===== src/rtl/mem_access_unit_if.sv =====
// Bus-side interface of mem_access_unit: word-aligned request/acknowledge
// memory port. The unit drives the request side (master modport); the
// memory or testbench drives read data and acknowledge (slave modport).
interface mem_access_unit_if;
    logic        busReq;
    logic        busWe;
    logic [31:0] busAddr;
    logic [3:0]  busByteEn;
    logic [31:0] busWData;
    logic [31:0] busRData;
    logic        busAck;

    modport master (
        output busReq,
        output busWe,
        output busAddr,
        output busByteEn,
        output busWData,
        input  busRData,
        input  busAck
    );

    modport slave (
        input  busReq,
        input  busWe,
        input  busAddr,
        input  busByteEn,
        input  busWData,
        output busRData,
        output busAck
    );
endinterface


===== src/rtl/mem_access_unit.sv =====
// mem_access_unit: turns pipeline load/store requests into single word-wide
// bus transactions (IDLE -> REQ -> DONE -> IDLE), handling byte/half lane
// placement for stores and lane extraction plus sign/zero extension for loads.
// The pipeline is held with 'stall' from the request cycle until the bus
// acknowledges.
//
// Optional feature macro: MEM_ALIGN_CHECK_EN
//   defined   : misaligned half/word accesses are rejected, no bus request is
//               issued and addrError pulses for one cycle.
//   undefined : addrError is always 0; misaligned low address bits are
//               cleared and the access proceeds as an aligned one.
//
// Access-width encodings normally come from ISA.v; local fallbacks are used
// when those macros are not already defined.
`ifndef MEM_WORD
`define MEM_WORD 2'b00
`endif
`ifndef MEM_HALF
`define MEM_HALF 2'b01
`endif
`ifndef MEM_BYTE
`define MEM_BYTE 2'b10
`endif

module mem_access_unit (
    input  logic                      clk,
    input  logic                      rstN,
    input  logic                      memRead,
    input  logic                      memWrite,
    input  logic [1:0]                mode,
    input  logic                      signExt,
    input  logic [31:0]               addr,
    input  logic [31:0]               writeData,
    output logic [31:0]               readData,
    output logic                      stall,
    output logic                      addrError,
    mem_access_unit_if.master         bus
);

    typedef enum logic [1:0] {
        ST_IDLE = 2'b00,
        ST_REQ  = 2'b01,
        ST_DONE = 2'b10
    } state_t;

    typedef enum logic [1:0] {
        SZ_WORD = 2'b00,
        SZ_HALF = 2'b01,
        SZ_BYTE = 2'b10
    } size_t;

    state_t      state_r;
    logic        load_r;
    size_t       size_r;
    logic        sext_r;
    logic [1:0]  offs_r;

    size_t       size_s;
    logic        req_s;
    logic        store_s;
    logic        err_s;
    logic [1:0]  offs_s;

    // Byte enables for the access; loads always read the full word.
    function automatic logic [3:0] access_byte_en(input size_t sz,
                                                  input logic [1:0] offs,
                                                  input logic is_store);
        logic [3:0] be;
        if (!is_store) begin
            be = 4'b1111;
        end else begin
            case (sz)
                SZ_BYTE: be = 4'b0001 << offs;
                SZ_HALF: be = offs[1] ? 4'b1100 : 4'b0011;
                default: be = 4'b1111;
            endcase
        end
        return be;
    endfunction

    // Store data replicated across lanes so the enabled lanes carry it.
    function automatic logic [31:0] access_wdata(input size_t sz,
                                                 input logic [31:0] wd,
                                                 input logic is_store);
        logic [31:0] d;
        if (!is_store) begin
            d = 32'h0000_0000;
        end else begin
            case (sz)
                SZ_BYTE: d = {4{wd[7:0]}};
                SZ_HALF: d = {2{wd[15:0]}};
                default: d = wd;
            endcase
        end
        return d;
    endfunction

    // Little-endian lane extraction with sign or zero extension.
    function automatic logic [31:0] format_load(input size_t sz,
                                                input logic sext,
                                                input logic [1:0] offs,
                                                input logic [31:0] rdata);
        logic [7:0]  b;
        logic [15:0] h;
        logic [31:0] r;
        case (offs)
            2'b00:   b = rdata[7:0];
            2'b01:   b = rdata[15:8];
            2'b10:   b = rdata[23:16];
            2'b11:   b = rdata[31:24];
            default: b = rdata[7:0];
        endcase
        h = offs[1] ? rdata[31:16] : rdata[15:0];
        case (sz)
            SZ_BYTE: r = {{24{sext & b[7]}}, b};
            SZ_HALF: r = {{16{sext & h[15]}}, h};
            default: r = rdata;
        endcase
        return r;
    endfunction

    // Decode request type and access width; unknown encodings act as word.
    always_comb begin
        req_s   = memRead | memWrite;
        store_s = memWrite;
        case (mode)
            `MEM_HALF: size_s = SZ_HALF;
            `MEM_BYTE: size_s = SZ_BYTE;
            default:   size_s = SZ_WORD;
        endcase
    end

`ifdef MEM_ALIGN_CHECK_EN
    // Flag misaligned half/word accesses; the address is used as given.
    always_comb begin
        offs_s = addr[1:0];
        case (size_s)
            SZ_HALF: err_s = addr[0];
            SZ_WORD: err_s = (addr[1:0] != 2'b00);
            default: err_s = 1'b0;
        endcase
    end
`else
    // Without alignment checking, drop the low bits a wider access cannot use.
    always_comb begin
        err_s = 1'b0;
        case (size_s)
            SZ_HALF: offs_s = {addr[1], 1'b0};
            SZ_WORD: offs_s = 2'b00;
            default: offs_s = addr[1:0];
        endcase
    end
`endif

    // Pipeline hold: raised in the request cycle and throughout the bus wait.
    always_comb begin
        case (state_r)
            ST_IDLE: stall = req_s & ~err_s;
            ST_REQ:  stall = 1'b1;
            ST_DONE: stall = 1'b0;
            default: stall = 1'b0;
        endcase
    end

    // Transaction FSM with registered bus outputs, load result and error flag.
    always_ff @(posedge clk or negedge rstN) begin
        if (!rstN) begin
            state_r       <= ST_IDLE;
            bus.busReq    <= 1'b0;
            bus.busWe     <= 1'b0;
            bus.busAddr   <= 32'h0000_0000;
            bus.busByteEn <= 4'b0000;
            bus.busWData  <= 32'h0000_0000;
            readData      <= 32'h0000_0000;
            addrError     <= 1'b0;
            load_r        <= 1'b0;
            size_r        <= SZ_WORD;
            sext_r        <= 1'b0;
            offs_r        <= 2'b00;
        end else begin
            case (state_r)
                ST_IDLE: begin
                    addrError <= req_s & err_s;
                    if (req_s && !err_s) begin
                        state_r       <= ST_REQ;
                        bus.busReq    <= 1'b1;
                        bus.busWe     <= store_s;
                        bus.busAddr   <= {addr[31:2], 2'b00};
                        bus.busByteEn <= access_byte_en(size_s, offs_s, store_s);
                        bus.busWData  <= access_wdata(size_s, writeData, store_s);
                        load_r        <= ~store_s;
                        size_r        <= size_s;
                        sext_r        <= signExt;
                        offs_r        <= offs_s;
                    end else begin
                        state_r <= ST_IDLE;
                    end
                end
                ST_REQ: begin
                    addrError <= 1'b0;
                    if (bus.busAck) begin
                        state_r    <= ST_DONE;
                        bus.busReq <= 1'b0;
                        if (load_r) begin
                            readData <= format_load(size_r, sext_r, offs_r, bus.busRData);
                        end else begin
                            readData <= readData;
                        end
                    end else begin
                        state_r <= ST_REQ;
                    end
                end
                ST_DONE: begin
                    addrError <= 1'b0;
                    state_r   <= ST_IDLE;
                end
                default: begin
                    addrError  <= 1'b0;
                    bus.busReq <= 1'b0;
                    state_r    <= ST_IDLE;
                end
            endcase
        end
    end

endmodule


===== src/flat_wrapper.sv =====
// flat-port wrapper written by rule: the top's interface ports become plain ports
module mem_access_unit_flat 
  (clk, rstN, memRead, memWrite, mode, signExt, addr, writeData, readData, stall, addrError, bus_busReq, bus_busWe, bus_busAddr, bus_busByteEn, bus_busWData, bus_busRData, bus_busAck);
  mem_access_unit_if bus_i ();
  input  logic clk;
  input  logic rstN;
  input  logic memRead;
  input  logic memWrite;
  input  logic [1:0] mode;
  input  logic signExt;
  input  logic [31:0] addr;
  input  logic [31:0] writeData;
  output logic [31:0] readData;
  output logic stall;
  output logic addrError;
  output wire logic [$bits(bus_i.busReq)-1:0] bus_busReq;
  output wire logic [$bits(bus_i.busWe)-1:0] bus_busWe;
  output wire logic [$bits(bus_i.busAddr)-1:0] bus_busAddr;
  output wire logic [$bits(bus_i.busByteEn)-1:0] bus_busByteEn;
  output wire logic [$bits(bus_i.busWData)-1:0] bus_busWData;
  input wire logic [$bits(bus_i.busRData)-1:0] bus_busRData;
  input wire logic [$bits(bus_i.busAck)-1:0] bus_busAck;
  assign bus_busReq = bus_i.busReq;
  assign bus_busWe = bus_i.busWe;
  assign bus_busAddr = bus_i.busAddr;
  assign bus_busByteEn = bus_i.busByteEn;
  assign bus_busWData = bus_i.busWData;
  assign bus_i.busRData = bus_busRData;
  assign bus_i.busAck = bus_busAck;
  mem_access_unit u_core (.clk(clk), .rstN(rstN), .memRead(memRead), .memWrite(memWrite), .mode(mode), .signExt(signExt), .addr(addr), .writeData(writeData), .readData(readData), .stall(stall), .addrError(addrError), .bus(bus_i));
endmodule

===== config.mk =====
export PLATFORM = sky130hd
export DESIGN_NAME = mem_access_unit_flat
export DESIGN_NICKNAME = d
export VERILOG_FILES = /design/src/rtl/mem_access_unit_if.sv /design/src/rtl/mem_access_unit.sv /design/src/flat_wrapper.sv
export SDC_FILE = /design/constraint.sdc
export NUM_CORES = 1
export LEC_CHECK = 0
export CAP_MARGIN = 10
export CORE_MARGIN = 4
export CORE_UTILIZATION = 38
export CTS_CLUSTER_SIZE = 24
export DETAILED_ROUTE_END_ITERATION = 16
export GPL_TIMING_DRIVEN = 0
export PLACE_DENSITY = 0.7
export SLEW_MARGIN = 20
export SYNTH_ARGS = -nofsm -noshare
export SYNTH_HDL_FRONTEND = slang
export SYNTH_SLANG_ARGS = --single-unit

===== constraint.sdc =====
create_clock -name clk -period 3.7 [get_ports clk]
set_clock_uncertainty 0.2 [all_clocks]
set_input_delay 0.555 -clock clk [delete_from_list [all_inputs] [get_ports clk]]
set_output_delay 0.555 -clock clk [all_outputs]
set_load 0.005 [all_outputs]

==> out/summary.txt, run 1 <==
Final Max Slew Viols -> 0
ANT nets after route -> 0
Via density -> 5.38
Yosys reg bits -> 108
detailed placement HPWL -> 12900 um
CP Capture Type -> output pin
Crit Path Class -> in -> out
# rows -> 43
vias in the first global route -> 5011
pwr/cell area -> 792 mW/mm^2
Remaining DRCs -> 0
Hold WC Path Type -> reg -> reg
Async SR Flop Fraction -> 100%
Initial Util -> 39.3%
H-Tree Depth -> 3
total iterations of the first detailed-routing run -> 4
synthesized instance count -> 484
chip height -> 129 um
most frequent cells in the layout -> 203 x clkdlybuf4s50_1, 108 x dfrtp_1, 39 x mux2_2
Mapped Area -> 0.00554 sq mm
Die Area -> 0.0166 sq mm
maxcap violations -> 0
Leak -> 0.00329 uW
final WL -> 16600 um
Final period util -> 69.2%
Req. time, crit path -> 2.94 ns
setup TNS -> 0 ns
core region area -> 0.0141 sq mm
top-area cell type share of the netlist area -> 48.8%
crit-path max FO -> 5
Area Overhead vs Synth -> 47.0%
Slew @ Worst Pin -> 0.570 ns
largest net degree at the start of global routing -> 56
Clock Sinks -> 108
TritonCTS Buffers -> 9
boundary pin count -> 208
post-route insts no fill -> 888
fmax -> 391 MHz
syn avg cell area -> 11.4 sq um
fin crit period -> 2.56 ns
Final Hold Viols -> 0
Synthesis Warnings -> 0
clk slew on worst S/H paths -> 0.07 ns
CTS tree -> built
dpl cells -> 871
VDD IR max -> 333 uV
Overflow after GRT -> 0
RSZ-0062 raised after global routing -> no
status -> finished, final reports clean
register area share after synthesis -> 48.8%
type of origin of the critical path -> input port
# setup viols final -> 0
synth top area cells -> dfrtp_1 49%, mux2_2 7.9%, a22o_1 5.1%
initial drt markers -> 239
die width -> 129 um
clock root cell -> clkbuf_16
ys flop type -> dfrtp_1
first-pass GRT wire length -> 26300 um
Longest Clk Path Bufs -> 2
nets -> 813
Post-synth EDFFs -> 0
GRT Total Usage -> 20.0%
library cells used by synthesis -> 44
ANT cells -> 0
layout cell share with drive strength beyond 1 -> 16.8%
initial antenna violation count -> 0
vias post-DR -> 4781
routed len/inst -> 18.7 um
Buffers on Ports -> 204
commonest non-fill, non-tap cell in the layout -> clkdlybuf4s50_1
Skew-Pair Late Insertion Delay -> 0.35 ns
slew margin rel. -> 61.7%
leading area contributor after synthesis -> dfrtp_1
crit path DAT -> 1.81 ns
gpl congestion -> 0.903
-- report_power, final --
| group | internal [uW] | switching [uW] |
|---|---|---|
| clock | 512 | 446 |
| combinational | 1920 | 1470 |
| sequential | 1760 | 348 |
| total | 4180 | 2270 |
-- state kept, by name, indices dropped and copies added, names as in the netlist, 2 cells and up --
name                  flops
u_core.bus.busWData      32
u_core.size_r             2
u_core.bus.busAddr       30
u_core.offs_r             2
u_core.readData          32
u_core.bus.busByteEn      4
u_core.state_r            2
-- per-stage QoR --
stage	setup WS, ns	util [%]	cell area (sq um)	total power (uW)	hold WS [ns]
global placement	-2.29	55.4	7810	5460	0.265
floorplan	1.76	-	5540	3810	0.0594
CTS	1.15	57.7	8140	6500	0.292
detailed placement	0.970	55.6	7840	5530	0.274
finish	1.14	57.7	8140	6450	0.289
global route	1.08	57.7	8140	6880	0.312
-- critical path, stage by stage --
cell and delay (ns):
clkdlybuf4s50_1 0.54, nor3_1 0.07, nor2_1 0.09, clkdlybuf4s50_1 0.55
-- cell families after synthesis --
kind of cell               Yosys count  synth area share [%]
AOI/OAI and AO/OA                  150                  21.5
adders and majority gates            6                  1.36
buffers and inverters               53                  5.38
DFF                                108                  48.8
muxes                               62                  12.4
other                                1                0.0677
and+or+nand+nor                    104                  10.5
-- routing by layer --
layer	vias to the layer above	track usage (%)	share of wire, %
met5	-	0	0
met4	0	5.62	1.3
met3	16	6.81	8.2
met2	180	33.0	47
met1	2348	25.2	43
li1	2237	-	-
-- what timing repair did --
item | in CTS | in global routing
gates resized for setup | 0 | 0
endpoints found under the hold margin | 53 | 0
buffers inserted | 0 | 0
hold buffers | 1 | 0
-- path summary, 6_finish.rpt --
path | startpoint | endpoint | slack, ns | cells after the start
worst min-delay path | u_core.bus.busAddr[31] | u_core.bus.busAddr[31] | 0.29 | 1
max in group asynchronous | rstN | u_core.bus.busWData[28] | 2.14 | 3
worst max-delay path | memWrite | stall | 1.14 | 4
min in group asynchronous | rstN | u_core.readData[29] | 0.51 | 2
worst max register to register | u_core.size_r[0] | u_core.readData[29] | 1.60 | 6
worst min register to register | u_core.bus.busAddr[31] | u_core.bus.busAddr[31] | 0.29 | 1
-- layout make-up --
class,count,area (sq um)
repair buffers,206,2080
flip-flops and latches,108,2700
clock inverters,3,20.0
well taps,180,225
plain buffers,47,275
clock buffers,13,270
fillers,1221,5960
inverters,6,22.5
multi-input cells,325,2540
-- cell usage after synthesis, types with 9 or more instances --
library cell  number
mux2i_1           17
mux2_2            39
nor2_1            21
a211oi_1          33
clkbuf_1          13
a21oi_1           14
dfrtp_1          108
nand2b_1          32
buf_2             18
buf_4             10
o21ai_0           19
a221oi_2           9
nand2_1           18
a31oi_1            9
a221oi_1          15
a22o_1            32
Note: power is estimated with default switching activity, not from simulation.
==> run 2, diff against run 1 <==
--- a/config.mk
+++ b/config.mk
@@ -11,7 +11,7 @@
 export CTS_CLUSTER_SIZE = 24
 export DETAILED_ROUTE_END_ITERATION = 16
 export GPL_TIMING_DRIVEN = 0
-export PLACE_DENSITY = 0.7
+export PLACE_DENSITY = 0.73
 export SLEW_MARGIN = 20
 export SYNTH_ARGS = -nofsm -noshare
 export SYNTH_HDL_FRONTEND = slang
==> constraint.sdc (replaced) <==
create_clock -name clk -period 2.3 [get_ports clk]
set_clock_uncertainty 0.2 [all_clocks]
set_input_delay 0.345 -clock clk [delete_from_list [all_inputs] [get_ports clk]]
set_output_delay 0.345 -clock clk [all_outputs]
set_load 0.005 [all_outputs]
==> out/summary.txt, run 2 (synthesized netlist as in run 1, its figures left out) <==
status -> finished, final reports clean
H-Tree Depth -> 3 (unchanged)
fmax -> 466 MHz
core region area -> 0.0141 sq mm (unchanged)
Overflow after GRT -> 0 (unchanged)
Die Area -> 0.0166 sq mm (unchanged)
detailed placement HPWL -> 13300 um (+2.9%)
die width -> 129 um (unchanged)
fin crit period -> 2.15 ns
final WL -> 17100 um (+2.9%)
GRT Total Usage -> 20.6% (+0.56 points)
RSZ-0062 raised after global routing -> no
slew margin rel. -> 64.0% (+2.3 points)
ANT nets after route -> 0 (unchanged)
Final Hold Viols -> 0 (unchanged)
post-CTS setup buffer count -> 0 (unchanged)
largest net degree at the start of global routing -> 60 (+7.1%)
routed len/inst -> 19.3 um (+2.9%)
hold_ws -> 0.287 ns (-0.00212 ns)
chip height -> 129 um (unchanged)
# rows -> 43 (unchanged)
boundary pin count -> 208 (unchanged)
Leak -> 0.00331 uW (+0.41%)
CTS tree -> built
most frequent cells in the layout -> 202 x clkdlybuf4s50_1, 108 x dfrtp_1, 39 x mux2_2
pwr/cell area -> 1290 mW/mm^2 (+62%)
R2R depth -> 6 (unchanged)
initial drt markers -> 208 (-13%)
clk slew on worst S/H paths -> 0.07 ns (about the same)
biggest regs -> u_core.bus.busWData x32, u_core.readData x32, u_core.bus.busAddr x30
Via density -> 5.49 (+1.9%)
Clock Sinks -> 108 (unchanged)
Area after DPL -> 0.00784 sq mm (unchanged)
Slew @ Worst Pin -> 0.539 ns (-0.0309 ns)
Buffers on Ports -> 204 (unchanged)
ANT cells -> 0 (unchanged)
Longest Clk Path Bufs -> 2 (unchanged)
post-route insts no fill -> 888 (unchanged)
crit path DAT -> 2.19 ns (+0.38 ns)
CP Capture Type -> flip-flop
first-pass GRT wire length -> 27100 um (+3.2%)
Post-Layout Inst Area -> 0.00816 sq mm (+0.18%)
VDD IR max -> 557 uV (+67%)
vias post-DR -> 4871 (+1.9%)
crit-path max FO -> 10 (+5)
layout cell share with drive strength beyond 1 -> 16.8% (unchanged)
# setup viols final -> 0 (unchanged)
maxcap violations -> 0 (unchanged)
Skew-Pair Late Insertion Delay -> 0.35 ns (about the same)
clock root cell -> clkbuf_16
TritonCTS Buffers -> 9 (unchanged)
initial antenna violation count -> 0 (unchanged)
type of origin of the critical path -> input port
Hold WC Path Type -> in -> async
Req. time, crit path -> 2.35 ns (-0.59 ns)
commonest non-fill, non-tap cell in the layout -> clkdlybuf4s50_1
Final Max Slew Viols -> 0 (unchanged)
Area Overhead vs Synth -> 47.3%
nets -> 813 (unchanged)
total iterations of the first detailed-routing run -> 4 (unchanged)
Remaining DRCs -> 0 (unchanged)
Initial Util -> 39.3% (unchanged)
Final period util -> 93.3%
dpl cells -> 871 (unchanged)
vias in the first global route -> 5153 (+2.8%)
Placement Setup Slack -> -0.207 ns (-1.18 ns)
fin worst setup slack -> 0.153 ns (-0.986 ns)
Crit Path Class -> in -> reg
gpl congestion -> 0.901 (-0.22%)
-- run 2: final timing paths --
path                                  startpoint                      end  slack, ns
worst max-delay path                     mode[0]  u_core.bus.busWData[29]       0.15
worst min-delay path                        rstN      u_core.readData[28]       0.29
worst max register to register  u_core.size_r[0]      u_core.readData[21]       0.20
worst min register to register  u_core.bus.busWe         u_core.bus.busWe       0.29
max in group asynchronous                   rstN    u_core.bus.busAddr[2]       0.96
min in group clk                u_core.bus.busWe         u_core.bus.busWe       0.29
-- run 2: report_power, final --
| part | switching (uW) | internal, uW |
|---|---|---|
| combinational | 2400 | 3080 |
| clock | 722 | 880 |
| sequential | 593 | 2830 |
-- run 2: critical path: stages --
cell	delay, ns
clkdlybuf4s50_1	0.53
inv_1	0.08
ha_1	0.38
clkbuf_1	0.26
a221oi_1	0.33
nor2_2	0.09
a22o_1	0.19
-- run 2: final cells by class --
cell class / count / area, sq um
Multi-Input combinational cell: 325 / 2540
Clock inverter: 5 / 60.1
Clock buffer: 11 / 243
Tap cell: 180 / 225
Inverter: 6 / 22.5
Fill cell: 1215 / 5940
Sequential cell: 108 / 2700
Timing Repair Buffer: 206 / 2080
Buffer: 47 / 275
-- run 2: stage by stage --
| stage | TNS [ns] | power (uW) | utilization (%) |
|---|---|---|---|
| floorplan | 0 | 6120 | - |
| global placement | -365.83 | 8770 | 55.4 |
| detailed placement | -4.09 | 8940 | 55.6 |
| CTS | 0 | 10600 | 57.8 |
| global route | 0 | 11200 | 57.9 |
| finish | 0 | 10500 | 57.9 |
-- run 2: layer usage --
layer	GRT usage, %	routed length (um)	vias to the layer above
met5	0	0	-
met4	7.41	354	0
met3	6.60	1500	23
met2	34.5	8340	215
met1	25.0	6920	2390
li1	-	-	2243
-- run 2: what timing repair did --
item / in CTS / in global routing
endpoints found under the hold margin: 49 / 0
setup endpoints to repair: 0 / 1
gates resized for setup: 0 / 1
hold buffers: 1 / 0
